### config.mk
export PLATFORM = sky130hd
export DESIGN_NAME = multi_zone_clock
export DESIGN_NICKNAME = d
export VERILOG_FILES = /design/src/rtl/multi_zone_clock.sv
export SDC_FILE = /design/constraint.sdc
export NUM_CORES = 1
export LEC_CHECK = 0
export ABC_AREA = 1
export BUFFER_PORTS_ARGS = -buffer_cell sky130_fd_sc_hd__buf_2
export CAP_MARGIN = 20
export CORE_UTILIZATION = 40
export CTS_BUF_LIST = sky130_fd_sc_hd__clkbuf_8
export DETAILED_ROUTE_END_ITERATION = 10
export GPL_ROUTABILITY_DRIVEN = 0
export GPL_TIMING_DRIVEN = 0
export PLACE_DENSITY = 0.55
export RECOVER_POWER = 50
export SLEW_MARGIN = 15
export SYNTH_ARGS = -nofsm -noshare
export SYNTH_HDL_FRONTEND = slang
export SYNTH_SLANG_ARGS = --single-unit
### constraint.sdc
create_clock -name clk -period 15.66 [get_ports clk]
set_input_delay 3.132 -clock clk [delete_from_list [all_inputs] [get_ports clk]]
set_output_delay 3.132 -clock clk [all_outputs]
set_load 0.02 [all_outputs]
### src/rtl/multi_zone_clock.sv
// -----------------------------------------------------------------------------
// multi_zone_clock
//
// Purpose:
//   N-zone world clock core. A single base UTC time (hh:mm:ss) advances on an
//   internal 1 Hz tick derived from clk. Each zone 1..N_ZONES-1 carries a
//   signed offset in 15-minute quarters (range -48..+56). Zone 0 is UTC and
//   its offset is always 0. Three raw buttons step the displayed zone and
//   edit either the base time (zone 0) or the offset of the displayed zone.
//   The local time of the displayed zone and its day relation to UTC are
//   presented on registered outputs.
//
// Parameters:
//   CLK_HZ   clk frequency in Hz; the prescaler counts 0..CLK_HZ-1
//   N_ZONES  number of zones (>= 2)
//   ZW       zone index width, derived from N_ZONES
//
// Ports:
//   clk         in   1   system clock
//   reset_n     in   1   asynchronous reset, active-low
//   sel_next    in   1   raw button: advance displayed zone
//   hour_inc    in   1   raw button: +1 h (zone 0) / +4 quarters (others)
//   min_inc     in   1   raw button: +1 min (zone 0) / +1 quarter (others)
//   disp_zone   out  ZW  displayed zone index
//   disp_hours  out  5   local hours of the displayed zone
//   disp_mins   out  6   local minutes of the displayed zone
//   disp_secs   out  6   seconds (shared by all zones)
//   zone_day    out  2   local day vs UTC: 00 same, 01 next, 11 previous
//   day_carry   out  1   one-cycle pulse when base wraps 23:59:59 -> 00:00:00
//
// Optional build macro WORLD_CLOCK_AMPM_EN adds:
//   ampm_mode   in   1   1 = 12 h display, 0 = 24 h display
//   disp_pm     out  1   high for local 12:00..23:59 in 12 h mode
// -----------------------------------------------------------------------------
module multi_zone_clock #(
  parameter int CLK_HZ  = 100,
  parameter int N_ZONES = 4,
  localparam int ZW     = (N_ZONES > 2) ? $clog2(N_ZONES) : 1
) (
  input  logic          clk,
  input  logic          reset_n,
  input  logic          sel_next,
  input  logic          hour_inc,
  input  logic          min_inc,
`ifdef WORLD_CLOCK_AMPM_EN
  input  logic          ampm_mode,
  output logic          disp_pm,
`endif
  output logic [ZW-1:0] disp_zone,
  output logic [4:0]    disp_hours,
  output logic [5:0]    disp_mins,
  output logic [5:0]    disp_secs,
  output logic [1:0]    zone_day,
  output logic          day_carry
);

  localparam int            PW        = (CLK_HZ > 1) ? $clog2(CLK_HZ) : 1;
  localparam logic [PW-1:0] PRESC_MAX = PW'(CLK_HZ - 1);
  localparam logic [ZW-1:0] ZONE_MAX  = ZW'(N_ZONES - 1);

  // ---------------------------------------------------------------------------
  // State
  // ---------------------------------------------------------------------------
  logic [PW-1:0]     presc_q, presc_d;
  logic [5:0]        secs_q, secs_d;
  logic [5:0]        mins_q, mins_d;
  logic [4:0]        hours_q, hours_d;
  logic [ZW-1:0]     zone_q, zone_d;
  logic signed [7:0] off_q [N_ZONES];
  logic signed [7:0] off_d [N_ZONES];
  logic              day_carry_d;

  // Button pipeline, bit order {min_inc, hour_inc, sel_next}
  logic [2:0] sync1_q, sync2_q, prev_q;
  logic [2:0] btn_edge;
  logic       sel_edge, hour_edge, min_edge;

  // Registered outputs
  logic [ZW-1:0] disp_zone_q;
  logic [4:0]    disp_hours_q, disp_hours_d;
  logic [5:0]    disp_mins_q, disp_mins_d;
  logic [5:0]    disp_secs_q;
  logic [1:0]    zone_day_q, zone_day_d;
  logic          day_carry_q;

  assign btn_edge  = sync2_q & ~prev_q;
  assign sel_edge  = btn_edge[0];
  assign hour_edge = btn_edge[1];
  assign min_edge  = btn_edge[2];

  // ---------------------------------------------------------------------------
  // Next-state logic for time base, zone selection and offsets
  // ---------------------------------------------------------------------------
  logic              sec_tick;
  logic              base_adj;
  logic              off_adj;
  logic signed [7:0] off_cur;
  logic [7:0]        off_step;
  logic signed [7:0] off_sum;

  always_comb begin
    presc_d     = presc_q;
    secs_d      = secs_q;
    mins_d      = mins_q;
    hours_d     = hours_q;
    zone_d      = zone_q;
    off_d       = off_q;
    day_carry_d = 1'b0;
    off_step    = 8'd0;
    off_sum     = 8'sd0;

    sec_tick = (presc_q == PRESC_MAX);
    base_adj = (zone_q == '0) && (hour_edge || min_edge);
    off_adj  = (zone_q != '0) && (hour_edge || min_edge);
    off_cur  = off_q[zone_q];

    presc_d = sec_tick ? '0 : presc_q + 1'b1;

    if (base_adj) begin
      // Editing the base restarts the current second; a coincident tick
      // is discarded so the edit never produces a carry.
      if (hour_edge) hours_d = (hours_q == 5'd23) ? 5'd0 : hours_q + 5'd1;
      if (min_edge)  mins_d  = (mins_q  == 6'd59) ? 6'd0 : mins_q  + 6'd1;
      secs_d  = 6'd0;
      presc_d = '0;
    end else if (sec_tick) begin
      if (secs_q == 6'd59) begin
        secs_d = 6'd0;
        if (mins_q == 6'd59) begin
          mins_d = 6'd0;
          if (hours_q == 5'd23) begin
            hours_d     = 5'd0;
            day_carry_d = 1'b1;
          end else begin
            hours_d = hours_q + 5'd1;
          end
        end else begin
          mins_d = mins_q + 6'd1;
        end
      end else begin
        secs_d = secs_q + 6'd1;
      end
    end

    // Offset edit uses the zone shown this cycle, even if sel_next also fires.
    // hour adds 4 quarters, min adds 1; both together add 5.
    if (off_adj) begin
      off_step = {5'b0, hour_edge, 1'b0, min_edge};
      off_sum  = off_cur + $signed(off_step);
      // Past +56 the offset wraps to the bottom of the range: 57 -> -48.
      if (off_sum > 8'sd56) off_sum = off_sum - 8'sd105;
      off_d[zone_q] = off_sum;
    end

    if (sel_edge) zone_d = (zone_q == ZONE_MAX) ? '0 : zone_q + 1'b1;
  end

  // ---------------------------------------------------------------------------
  // Local time of the displayed zone
  // ---------------------------------------------------------------------------
  // 13 signed bits: 1439 + 15*56 = 2279 does not fit in 12 signed bits.
  logic [10:0]        base_min;
  logic signed [12:0] off_min;
  logic signed [12:0] local_raw;
  logic signed [12:0] local_adj;
  logic [10:0]        local_u;
  logic [4:0]         loc_hours;
  logic [5:0]         loc_mins;
`ifdef WORLD_CLOCK_AMPM_EN
  logic               disp_pm_q, disp_pm_d;
`endif

  always_comb begin
    base_min  = 11'(hours_q) * 11'd60 + 11'(mins_q);
    off_min   = $signed({{5{off_cur[7]}}, off_cur}) * 13'sd15;
    local_raw = $signed({2'b00, base_min}) + off_min;
    local_adj = local_raw;
    zone_day_d = 2'b00;
    if (local_raw < 13'sd0) begin
      local_adj  = local_raw + 13'sd1440;
      zone_day_d = 2'b11;
    end else if (local_raw >= 13'sd1440) begin
      local_adj  = local_raw - 13'sd1440;
      zone_day_d = 2'b01;
    end
    local_u   = 11'(local_adj);
    loc_hours = 5'(local_u / 11'd60);
    loc_mins  = 6'(local_u % 11'd60);

    disp_hours_d = loc_hours;
    disp_mins_d  = loc_mins;
`ifdef WORLD_CLOCK_AMPM_EN
    disp_pm_d = 1'b0;
    if (ampm_mode) begin
      disp_pm_d = (loc_hours >= 5'd12);
      if (loc_hours == 5'd0)      disp_hours_d = 5'd12;
      else if (loc_hours > 5'd12) disp_hours_d = loc_hours - 5'd12;
    end
`endif
  end

  // ---------------------------------------------------------------------------
  // Registers
  // ---------------------------------------------------------------------------
  always_ff @(posedge clk or negedge reset_n) begin
    if (!reset_n) begin
      presc_q      <= '0;
      secs_q       <= '0;
      mins_q       <= '0;
      hours_q      <= '0;
      zone_q       <= '0;
      for (int i = 0; i < N_ZONES; i++) off_q[i] <= '0;
      sync1_q      <= '0;
      sync2_q      <= '0;
      prev_q       <= '0;
      disp_zone_q  <= '0;
      disp_hours_q <= '0;
      disp_mins_q  <= '0;
      disp_secs_q  <= '0;
      zone_day_q   <= '0;
      day_carry_q  <= 1'b0;
    end else begin
      presc_q      <= presc_d;
      secs_q       <= secs_d;
      mins_q       <= mins_d;
      hours_q      <= hours_d;
      zone_q       <= zone_d;
      off_q        <= off_d;
      sync1_q      <= {min_inc, hour_inc, sel_next};
      sync2_q      <= sync1_q;
      prev_q       <= sync2_q;
      disp_zone_q  <= zone_q;
      disp_hours_q <= disp_hours_d;
      disp_mins_q  <= disp_mins_d;
      disp_secs_q  <= secs_q;
      zone_day_q   <= zone_day_d;
      day_carry_q  <= day_carry_d;
    end
  end

`ifdef WORLD_CLOCK_AMPM_EN
  always_ff @(posedge clk or negedge reset_n) begin
    if (!reset_n) disp_pm_q <= 1'b0;
    else          disp_pm_q <= disp_pm_d;
  end
  assign disp_pm = disp_pm_q;
`endif

  assign disp_zone  = disp_zone_q;
  assign disp_hours = disp_hours_q;
  assign disp_mins  = disp_mins_q;
  assign disp_secs  = disp_secs_q;
  assign zone_day   = zone_day_q;
  assign day_carry  = day_carry_q;

endmodule

==> qor.tcl, run 1 <==
set qor(run_status) {finished with violations}
set qor(violations) {max-capacitance violations, max-slew violations}
set qor(period_minus_slack_ns) 8.324
set qor(num-fill-cells) 1692
set qor(viasPerCell) 4.604
set qor(drt_wl_total_mm) 13.18
set qor(floorplan.die.width_um) 132.7
set qor(worst-path-buf-inv) 5
set qor(asyncSetResetFlopFracSynth) 1.000
set qor(regToRegEndpoint) {disp_mins[3]$_DFF_PN0_}
set qor(grt_usage) 0.1651
set qor(number_of_buffers_created_by_cts) 9
set qor(route.detailed.wl_per_inst_um) 11.90
set qor(start_kind) {register}
set qor(clock_sink_count) 89
set qor(dieHeight_um) 132.7
set qor(clockRootBuffer) {sky130_fd_sc_hd__clkbuf_8}
set qor(synth_sequential_area_ratio) 0.3262
set qor(post_synth_num_cell_types) 52
set qor(synth_seq_cells) 89
set qor(r2r_setup_slack_ns) 7.34
set qor(clock_latency_ns) 0.37
set qor(clock_tree.htree_level_count) 3
set qor(std_cell_rows) 47
set qor(hold_path_class) {reg2reg}
set qor(post_cts_resize_count) 0
set qor(cts_tree) {yes}
set qor(crit_path_start) {hours_q[0]$_DFFE_PN0P_}
set qor(critical-path-max-stage-delay_ns) 0.54
set qor(grt_setup_unrepaired) {false}
set qor(syn_nets) 936
set qor(area_delta_synth_final_pct) 8.393
set qor(place_area_um2) 7267
set qor(grt_first_pass_wirelength_mm) 23.30
set qor(postSynth.topFlopCell) {sky130_fd_sc_hd__dfrtp_1}
set qor(stdcell_area_um2) 7401
set qor(num-nets-final) 974
set qor(top_cell_family_by_delay_on_the_critical_path) {adder cells}
set qor(fin_ws_ns) 7.336
set qor(antenna_found_initial) 0
set qor(cell_repeated_most_along_the_worst_path) {sky130_fd_sc_hd__nand2_1}
set qor(mappedNetlistArea_um2) 6828
set qor(clock_skew_ns) 0.01414
set qor(port_buffers) 26
set qor(dp_slack_ns) 7.273
set qor(cts_hold_buffers) 0
set qor(coreArea_um2) 16640
set qor(grt_start_max_net_pins) 54
set qor(average_size_of_a_mapped_cell_um2) 8.071
set qor(effective_utilization_at_floorplan) 0.4103
set qor(arrival_ns) 8.58
set qor(normalized_max_slew_margin) -0.8606
set qor(clk_path_buf_depth) 2
set qor(die_area_um2) 17600
set qor(syn-instance-count) 846
set qor(crit_type) {reg2reg}
set qor(count_of_flip_flops_with_a_built_in_enable_after_synthesis) 0
set qor(post-route-period-util) 0.5315
set qor(worstReg2RegStart) {hours_q[0]$_DFFE_PN0P_}
set qor(critPathCaptureType) {register}
set qor(route.detailed.drc) 0
set qor(setup_tns_ns) 0
set qor(register_area_um2) 2227
set qor(path_clk_slew_ns) 0.08
set qor(post-route-util) 0.4447
set qor(vias_in_the_first_global_route) 4897
set qor(depth_of_the_worst_register_to_register_path) 44
set qor(crit_required_ns) 15.92
set qor(vias) 5101
set qor(first_pass_iters) 4
set qor(grt.overflow.total) 0
set qor(drive_above_1_share) 0.1261
set qor(ios) 27
set qor(timing.fmax_ghz) 0.1201
set qor(hpwl_detailed_mm) 10.41
set qor(layout_common_cells) {212 x sky130_fd_sc_hd__nand2_1, 130 x sky130_fd_sc_hd__inv_1, 89 x sky130_fd_sc_hd__dfrtp_1}
set qor(hold_path_startpoint) {sync1_q[2]$_DFF_PN0_}
set qor(multi_input_area_um2) 4000
set qor(leading_cell_type_in_the_layout_fill_and_taps_excluded) {sky130_fd_sc_hd__nand2_1}
set qor(timing.critical_path.to) {disp_mins[3]$_DFF_PN0_}
set qor(synth_warnings) 0
set qor(timing.final.setup_violations) 0
set qor(report.final.slew_viol_count) 92
set qor(number_of_inserted_diodes) 0
set qor(max_slew.worst_pin.slew_ns) 2.791
set qor(report.final.hold_viol_count) 0
set qor(drv_cap) 2
set qor(first_iter_violations) 149
set qor(timing.critical_path.depth) 44
set qor(worstPathMaxFanout) 9
set qor(cpMaxStageDelayCell) {sky130_fd_sc_hd__fa_1}
set qor(detail-route-antenna-nets) 0
set qor(post_cts.repair.setup_buffers) 0
==> flip-flops by register name, summed over array words and instances, names as in the netlist <==
signal / flops
sync1_q: 3
disp_hours: 5
zone_q: 2
hours_q: 5
off_q: 32
sync2_q: 3
mins_q: 6
disp_mins: 6
disp_zone: 2
prev_q: 3
presc_q: 7
zone_day: 2
day_carry: 1
disp_secs: 6
secs_q: 6
==> cell type report <==
type,count,area share
clock buffers,10,0.01860
repair buffers,27,0.01792
inverters,143,0.07337
flip-flops and latches,89,0.3009
well taps,220,0.03719
multi-input cells,600,0.5405
clock inverters,5,0.004396
plain buffers,14,0.007101
==> per-layer routing <==
metal  vias to the layer above  track usage  part of all wire  wire length (um)
met1                      2300       0.2292              0.50              6633
met5                         -            0                 0                 0
met3                        13      0.02797             0.026               349
met2                        56       0.2617              0.45              5961
met4                         0      0.05364             0.018               235
li1                       2732            -                 -                 -
==> worst min path at each step <==
stage,end,cells past startpoint
detailed placement,sync2_q[1]$_DFF_PN0_,0
finish,sync2_q[2]$_DFF_PN0_,0
global route,sync2_q[1]$_DFF_PN0_,0
floorplan,sync2_q[0]$_DFF_PN0_,0
CTS,sync2_q[1]$_DFF_PN0_,0
global placement,sync2_q[2]$_DFF_PN0_,0
==> cells by family (layout without fill, tap and decap cells) <==
family          Yosys count  after routing  synth area share
compound gates           93             93           0.08210
buf+inv                 157            199           0.08796
fa+ha+maj                85             85            0.1887
flops                    89             89            0.3262
xor+xnor                 37             37           0.05131
simple gates            385            385            0.2637
==> stage by stage <==
stage | hold WS [ns] | cells
6_report | 0.3527 | 1108
5_1_grt | 0.3682 | 1108
4_1_cts | 0.3563 | 1108
3_5_place_dp | 0.3347 | 1093
3_3_place_gp | 0.3316 | 1092
2_1_floorplan | 0.3312 | 846
==> synth_stat cells (all sizes together), types with 6 or more instances <==
library cell | number | area [um^2]
nand4 | 11 | 96.34
fa | 30 | 600.6
o21ai | 40 | 207.7
nand3 | 57 | 310.3
dfrtp | 89 | 2227
nand2 | 245 | 1047
inv | 142 | 540.5
nor2 | 54 | 222.7
clkbuf | 13 | 48.80
ha | 55 | 688.2
nor3 | 9 | 61.31
xor2 | 31 | 297.8
a21oi | 33 | 176.4
xnor2 | 6 | 52.55
Power of run 1 is not shown: default switching activity piles up to over one toggle a cycle in this logic, so the estimate is an artifact.
==> inputs of run 2 (changes only) <==
==> constraint.sdc (replaced) <==
create_clock -name clk -period 8.38 [get_ports clk]
set_input_delay 1.676 -clock clk [delete_from_list [all_inputs] [get_ports clk]]
set_output_delay 1.676 -clock clk [all_outputs]
set_load 0.02 [all_outputs]
==> run 2 against run 1 <==
- the run still ends with max-capacitance violations, max-slew violations left
- hold slack did not move
- sequential cell count did not move
- sequential share of layout area decreased by 2.0 points
- first-iteration DRC count increased by 13%
- fmax increased by 3.0%
- die area unchanged
- final area grew 7.2%
- utilization rose by 3.2 points
- count of clock-buffer cells in the layout is the same
- routed wire length rose by 5.1%
- cell count rose by 2.7%
- clock skew is 0.0020 ns higher
==> qor.tcl, run 2 (synthesis gave the netlist of run 1 again) <==
set qor(run_status) {finished with violations} ;# unchanged
set qor(violations) {max-capacitance violations, max-slew violations} ;# unchanged
set qor(cts_tree) {yes} ;# unchanged
set qor(largest_register_ffs) 32 ;# unchanged
set qor(port_buffers) 26 ;# unchanged
set qor(top_cell_family_by_delay_on_the_critical_path) {adder cells} ;# unchanged
set qor(start_kind) {register} ;# unchanged
set qor(layout_common_cells) {198 x sky130_fd_sc_hd__nand2_1, 122 x sky130_fd_sc_hd__inv_1, 87 x sky130_fd_sc_hd__dfrtp_1} ;# was 212 x sky130_fd_sc_hd__nand2_1, 130 x sky130_fd_sc_hd__inv_1, 89 x sky130_fd_sc_hd__dfrtp_1
set qor(number_of_buffers_created_by_cts) 9 ;# unchanged
set qor(report.final.slew_viol_count) 92 ;# unchanged
set qor(drive_above_1_share) 0.2092 ;# was 0.1261
set qor(arrival_ns) 8.39 ;# was 8.58 ns
set qor(std_cell_rows) 47 ;# unchanged
set qor(period_minus_slack_ns) 8.080 ;# was 8.324 ns
set qor(cpMaxStageDelayCell) {sky130_fd_sc_hd__fa_1} ;# unchanged
set qor(first_iter_violations) 168 ;# was 149
set qor(top_register) {off_q} ;# unchanged
set qor(vias_in_the_first_global_route) 4907 ;# was 4897
set qor(worstPathMaxFanout) 6 ;# was 9
set qor(area_delta_synth_final_pct) 16.18 ;# was 8.393%
set qor(worst-path-buf-inv) 9 ;# was 5
set qor(number_of_inserted_diodes) 0 ;# unchanged
set qor(clock_tree.htree_level_count) 3 ;# unchanged
set qor(grt_setup_unrepaired) {true} ;# was false
set qor(leading_cell_type_in_the_layout_fill_and_taps_excluded) {sky130_fd_sc_hd__nand2_1} ;# unchanged
set qor(dieHeight_um) 132.7 ;# unchanged
set qor(cts_hold_buffers) 0 ;# unchanged
set qor(clk_path_buf_depth) 2 ;# unchanged
set qor(floorplan.die.width_um) 132.7 ;# unchanged
set qor(coreArea_um2) 16640 ;# unchanged
set qor(report.final.hold_viol_count) 0 ;# unchanged
set qor(critical-path-max-stage-delay_ns) 0.56 ;# was 0.54 ns
set qor(hold_path_class) {reg2reg} ;# unchanged
set qor(clock_sink_count) 89 ;# unchanged
set qor(grt.overflow.total) 0 ;# unchanged
set qor(clock_latency_ns) 0.37 ;# about the same
set qor(die_area_um2) 17600 ;# unchanged
set qor(setup_tns_ns) 0 ;# unchanged
set qor(timing.final.setup_violations) 0 ;# unchanged
set qor(grt_start_max_net_pins) 54 ;# unchanged
set qor(drv_cap) 2 ;# unchanged
set qor(drt_wl_total_mm) 13.85 ;# was 13.18 mm
set qor(route.detailed.drc) 0 ;# unchanged
set qor(num-fill-cells) 1641 ;# was 1692
set qor(critPathCaptureType) {register} ;# unchanged
set qor(groute.layer.met3.usage) 0.02797 ;# unchanged
set qor(crit_required_ns) 8.69 ;# was 15.92 ns
set qor(largestRegisters) {off_q x32, presc_q x7} ;# unchanged
set qor(globalRoute.busiestLayer) {met2} ;# unchanged
set qor(clockRootBuffer) {sky130_fd_sc_hd__clkbuf_8} ;# unchanged
set qor(route.detailed.wl_per_inst_um) 12.17 ;# was 11.90 um
set qor(post-route-period-util) 0.9642 ;# was 0.5315
set qor(hpwl_detailed_mm) 10.41 ;# unchanged
set qor(cell_repeated_most_along_the_worst_path) {sky130_fd_sc_hd__nand2_4} ;# was sky130_fd_sc_hd__nand2_1
set qor(ios) 27 ;# unchanged
set qor(crit_type) {reg2reg} ;# unchanged
set qor(path_clk_slew_ns) 0.08 ;# about the same
set qor(max_slew.worst_pin.slew_ns) 2.783 ;# was 2.791 ns
set qor(effective_utilization_at_floorplan) 0.4103 ;# unchanged
set qor(gr-usage-met2) 0.2620 ;# was 0.2617
set qor(num-nets-final) 1004 ;# was 974
set qor(grt_first_pass_wirelength_mm) 23.32 ;# was 23.30 mm
set qor(gr-usage-met1) 0.2294 ;# was 0.2292
set qor(antenna_found_initial) 0 ;# unchanged
set qor(vias) 5247 ;# was 5101
set qor(detail-route-antenna-nets) 0 ;# unchanged
set qor(grt_usage) 0.1653 ;# was 0.1651
set qor(viasPerCell) 4.611 ;# was 4.604
set qor(normalized_max_slew_margin) -0.8553 ;# was -0.8606
set qor(timing.fmax_ghz) 0.1238 ;# was 0.1201 GHz
set qor(first_pass_iters) 4 ;# unchanged
set qor(clock_skew_ns) 0.01613 ;# was 0.01414 ns
==> run 2: stage by stage <==
step | std cells | instance area, um^2 | hold WS (ns) | util | setup slack [ns]
floorplan | 846 | 6828 | 0.3312 | - | 0.8003
global placement | 1092 | 7233 | 0.3316 | 0.4346 | 0.03859
detailed placement | 1093 | 7267 | 0.3347 | 0.4367 | -0.007197
CTS | 1111 | 7472 | 0.3563 | 0.4490 | 0.04815
global route | 1138 | 7933 | 0.3682 | 0.4767 | -0.1900
finish | 1138 | 7933 | 0.3527 | 0.4767 | 0.2999
==> run 2: worst paths after layout <==
path	startpoint	to	slack, ns	cells past startpoint
max in group asynchronous	reset_n	hours_q[2]$_DFFE_PN0P_	2.80	2
hold reg to reg	sync1_q[2]$_DFF_PN0_	sync2_q[2]$_DFF_PN0_	0.35	0
min in group asynchronous	reset_n	zone_day[1]$_DFF_PN0_	1.90	1
setup / recovery	hours_q[2]$_DFFE_PN0P_	disp_mins[2]$_DFF_PN0_	0.30	48
hold / removal	sync1_q[2]$_DFF_PN0_	sync2_q[2]$_DFF_PN0_	0.35	0
setup reg to reg	hours_q[2]$_DFFE_PN0P_	disp_mins[2]$_DFF_PN0_	0.30	48
==> run 2: repair_timing <==
action                                  CTS  global route
endpoints found under the setup margin    2             6
pin swaps                                 0            45
buffers inserted                          3            27
resized for setup                         0            73
hold endpoints to repair                  0             0
==> run 2: layout make-up <==
type	count	area [um^2]	share of cell area
inverter	143	549.3	0.06924
clock inverter	5	32.53	0.004101
sequential	89	2230	0.2811
timing repair buffer	57	370.4	0.04669
multi-input combinational	600	4285	0.5402
tap	220	275.3	0.03470
clock buffer	10	137.6	0.01735
buffer	14	52.55	0.006625
==> run 2: layer usage <==
metal	share of wire	vias to the layer above
met1	0.50	2403
li1	-	2789
met5	0	-
met3	0.020	15
met2	0.47	40
met4	0.017	0
Power of run 2 is left out for the same reason.
==> inputs of run 3 (changes only) <==
--- a/config.mk
+++ b/config.mk
@@ -9,7 +9,7 @@
 export BUFFER_PORTS_ARGS = -buffer_cell sky130_fd_sc_hd__buf_2
 export CAP_MARGIN = 20
 export CORE_UTILIZATION = 40
-export CTS_BUF_LIST = sky130_fd_sc_hd__clkbuf_8
+export CTS_BUF_LIST = sky130_fd_sc_hd__clkbuf_8 sky130_fd_sc_hd__clkbuf_16
 export DETAILED_ROUTE_END_ITERATION = 10
 export GPL_ROUTABILITY_DRIVEN = 0
 export GPL_TIMING_DRIVEN = 0
==> run 3 against run 2 <==
- the flow still finishes with violations (max-capacitance violations, max-slew violations)
- critical endpoint unchanged
- global-route usage is 0.17 points higher
- clock skew is 0.0078 ns lower
- utilization is 0.33 points higher
==> qor.tcl, run 3 (synthesis gave the netlist of run 1 again) <==
set qor(run_status) {finished with violations} ;# unchanged
set qor(violations) {max-capacitance violations, max-slew violations} ;# unchanged
set qor(whs_path_depth) 0 ;# unchanged
set qor(cpMaxStageDelayCell) {sky130_fd_sc_hd__fa_1} ;# unchanged
set qor(grt_start_max_net_pins) 54 ;# unchanged
set qor(timing.final.setup_violations) 0 ;# unchanged
set qor(depth_of_the_worst_register_to_register_path) 50 ;# was 48
set qor(effective_utilization_at_floorplan) 0.4103 ;# unchanged
set qor(period_minus_slack_ns) 8.085 ;# was 8.080 ns
set qor(post-route-period-util) 0.9648 ;# was 0.9642
set qor(clock_latency_ns) 0.35 ;# was 0.37 ns
set qor(critPathCaptureType) {register} ;# unchanged
set qor(cts_tree) {yes} ;# unchanged
set qor(clk_path_buf_depth) 2 ;# unchanged
set qor(number_of_inserted_diodes) 0 ;# unchanged
set qor(area_delta_synth_final_pct) 16.99 ;# was 16.18%
set qor(largest_register_ffs) 32 ;# unchanged
set qor(vias) 5269 ;# was 5247
set qor(coreArea_um2) 16640 ;# unchanged
set qor(cts_hold_buffers) 0 ;# unchanged
set qor(die_area_um2) 17600 ;# unchanged
set qor(normalized_max_slew_margin) -0.8694 ;# was -0.8553
set qor(clock_tree.htree_level_count) 3 ;# unchanged
set qor(report.final.hold_viol_count) 0 ;# unchanged
set qor(groute.layer.met3.usage) 0.02950 ;# was 0.02797
set qor(numPlacedInstances) 1093 ;# unchanged
set qor(hold_path_class) {reg2reg} ;# unchanged
set qor(vias_in_the_first_global_route) 4943 ;# was 4907
set qor(max_slew.worst_pin.slew_ns) 2.804 ;# was 2.783 ns
set qor(globalRoute.busiestLayer) {met2} ;# unchanged
set qor(clock_skew_ns) 0.008286 ;# was 0.01613 ns
set qor(hpwl_detailed_mm) 10.41 ;# unchanged
set qor(layout_common_cells) {199 x sky130_fd_sc_hd__nand2_1, 122 x sky130_fd_sc_hd__inv_1, 87 x sky130_fd_sc_hd__dfrtp_1} ;# was 198 x sky130_fd_sc_hd__nand2_1, 122 x sky130_fd_sc_hd__inv_1, 87 x sky130_fd_sc_hd__dfrtp_1
set qor(drive_above_1_share) 0.2026 ;# was 0.2092
set qor(clockRootBuffer) {sky130_fd_sc_hd__clkbuf_16} ;# was sky130_fd_sc_hd__clkbuf_8
set qor(timing.fmax_ghz) 0.1237 ;# was 0.1238 GHz
set qor(grt_usage) 0.1670 ;# was 0.1653
set qor(largestRegisters) {off_q x32, presc_q x7} ;# unchanged
set qor(drv_cap) 2 ;# unchanged
set qor(antenna_found_initial) 0 ;# unchanged
set qor(arrival_ns) 8.37 ;# was 8.39 ns
set qor(top_register) {off_q} ;# unchanged
set qor(first_iter_violations) 172 ;# was 168
set qor(viasPerCell) 4.650 ;# was 4.611
set qor(grt_first_pass_wirelength_mm) 23.43 ;# was 23.32 mm
set qor(critical-path-max-stage-delay_ns) 0.57 ;# was 0.56 ns
set qor(start_kind) {register} ;# unchanged
set qor(number_of_buffers_created_by_cts) 9 ;# unchanged
set qor(finish.cell_count_without_fillers) 1133 ;# was 1138
set qor(route.detailed.wl_per_inst_um) 12.21 ;# was 12.17 um
set qor(leading_cell_type_in_the_layout_fill_and_taps_excluded) {sky130_fd_sc_hd__nand2_1} ;# unchanged
set qor(drt_wl_total_mm) 13.84 ;# was 13.85 mm
set qor(num-nets-final) 999 ;# was 1004
set qor(clock_sink_count) 89 ;# unchanged
set qor(path_clk_slew_ns) 0.06 ;# was 0.08 ns
set qor(cell_repeated_most_along_the_worst_path) {sky130_fd_sc_hd__nand2_4} ;# unchanged
set qor(worstPathMaxFanout) 6 ;# unchanged
set qor(crit_type) {reg2reg} ;# unchanged
set qor(grt.overflow.total) 0 ;# unchanged
set qor(std_cell_rows) 47 ;# unchanged
set qor(detail-route-antenna-nets) 0 ;# unchanged
set qor(route.detailed.drc) 0 ;# unchanged
set qor(crit_required_ns) 8.67 ;# was 8.69 ns
set qor(dieHeight_um) 132.7 ;# unchanged
set qor(port_buffers) 26 ;# unchanged
set qor(grt_setup_unrepaired) {true} ;# unchanged
set qor(floorplan.die.width_um) 132.7 ;# unchanged
set qor(report.final.slew_viol_count) 92 ;# unchanged
set qor(stdcell_area_um2) 7988 ;# was 7933 um^2
set qor(first_pass_iters) 4 ;# unchanged
set qor(num-fill-cells) 1631 ;# was 1641
set qor(ios) 27 ;# unchanged
set qor(gr-usage-met2) 0.2611 ;# was 0.2620
set qor(gr-usage-met1) 0.2306 ;# was 0.2294
set qor(place_area_um2) 7267 ;# unchanged
run 3: cell count changes in the layout (fill, tap and decap cells not counted):
cell                         change
sky130_fd_sc_hd__clkinvlp_4      -1
sky130_fd_sc_hd__inv_2           +1
sky130_fd_sc_hd__clkbuf_16       +9
sky130_fd_sc_hd__buf_4           -5
sky130_fd_sc_hd__nand2_1         +1
sky130_fd_sc_hd__nand2_2         -1
sky130_fd_sc_hd__ha_1            +1
sky130_fd_sc_hd__clkbuf_8        -9
sky130_fd_sc_hd__ha_2            -1
run 3: area by class of cell:
type | instances | area (um^2) | share of cell area
buffer | 14 | 52.55 | 0.006579
multi-input combinational | 600 | 4280 | 0.5359
sequential | 89 | 2230 | 0.2791
timing repair buffer | 52 | 332.8 | 0.04167
tap | 220 | 275.3 | 0.03446
clock buffer | 10 | 239.0 | 0.02992
inverter | 143 | 545.5 | 0.06830
clock inverter | 5 | 32.53 | 0.004073
run 3: worst max-delay path, delay by kind of cell, from the launching register on:
kind / cells / cell delay (ns)
fa+ha+maj: 8 / 3.66
simple gates: 27 / 2.46
buf+inv: 11 / 0.84
flops: 1 / 0.43
xor+xnor: 2 / 0.35
compound gates: 2 / 0.25
run 3: what timing repair did:
action / in CTS / in global routing
pin swaps: 0 / 43
setup endpoints to repair: 2 / 6
hold endpoints to repair: 0 / 0
setup buffers: 3 / 22
resized for setup: 0 / 71
run 3: path summary, 6_finish.rpt:
check,to,slack (ns),start
hold / removal,sync2_q[2]$_DFF_PN0_,0.35,sync1_q[2]$_DFF_PN0_
max in group asynchronous,hours_q[2]$_DFFE_PN0P_,2.75,reset_n
setup reg to reg,disp_mins[2]$_DFF_PN0_,0.29,hours_q[2]$_DFFE_PN0P_
hold reg to reg,sync2_q[2]$_DFF_PN0_,0.35,sync1_q[2]$_DFF_PN0_
min in group asynchronous,zone_day[1]$_DFF_PN0_,1.93,reset_n
setup / recovery,disp_mins[2]$_DFF_PN0_,0.29,hours_q[2]$_DFFE_PN0P_
run 3: layer usage:
| layer | share of wire | vias to the layer above |
|---|---|---|
| met3 | 0.023 | 17 |
| met5 | 0 | - |
| li1 | - | 2787 |
| met1 | 0.49 | 2402 |
| met2 | 0.46 | 63 |
| met4 | 0.021 | 0 |
run 3: metrics by stage:
stage	worst slack [ns]	util	hold slack [ns]	TNS (ns)
floorplan	0.8003	-	0.3312	0
global placement	0.03859	0.4346	0.3316	0
detailed placement	-0.007197	0.4367	0.3347	-0.007197
CTS	0.04651	0.4551	0.3497	0
global route	-0.1877	0.4800	0.3608	-0.7432
finish	0.2948	0.4800	0.3473	0
Power of run 3 is left out for the same reason.
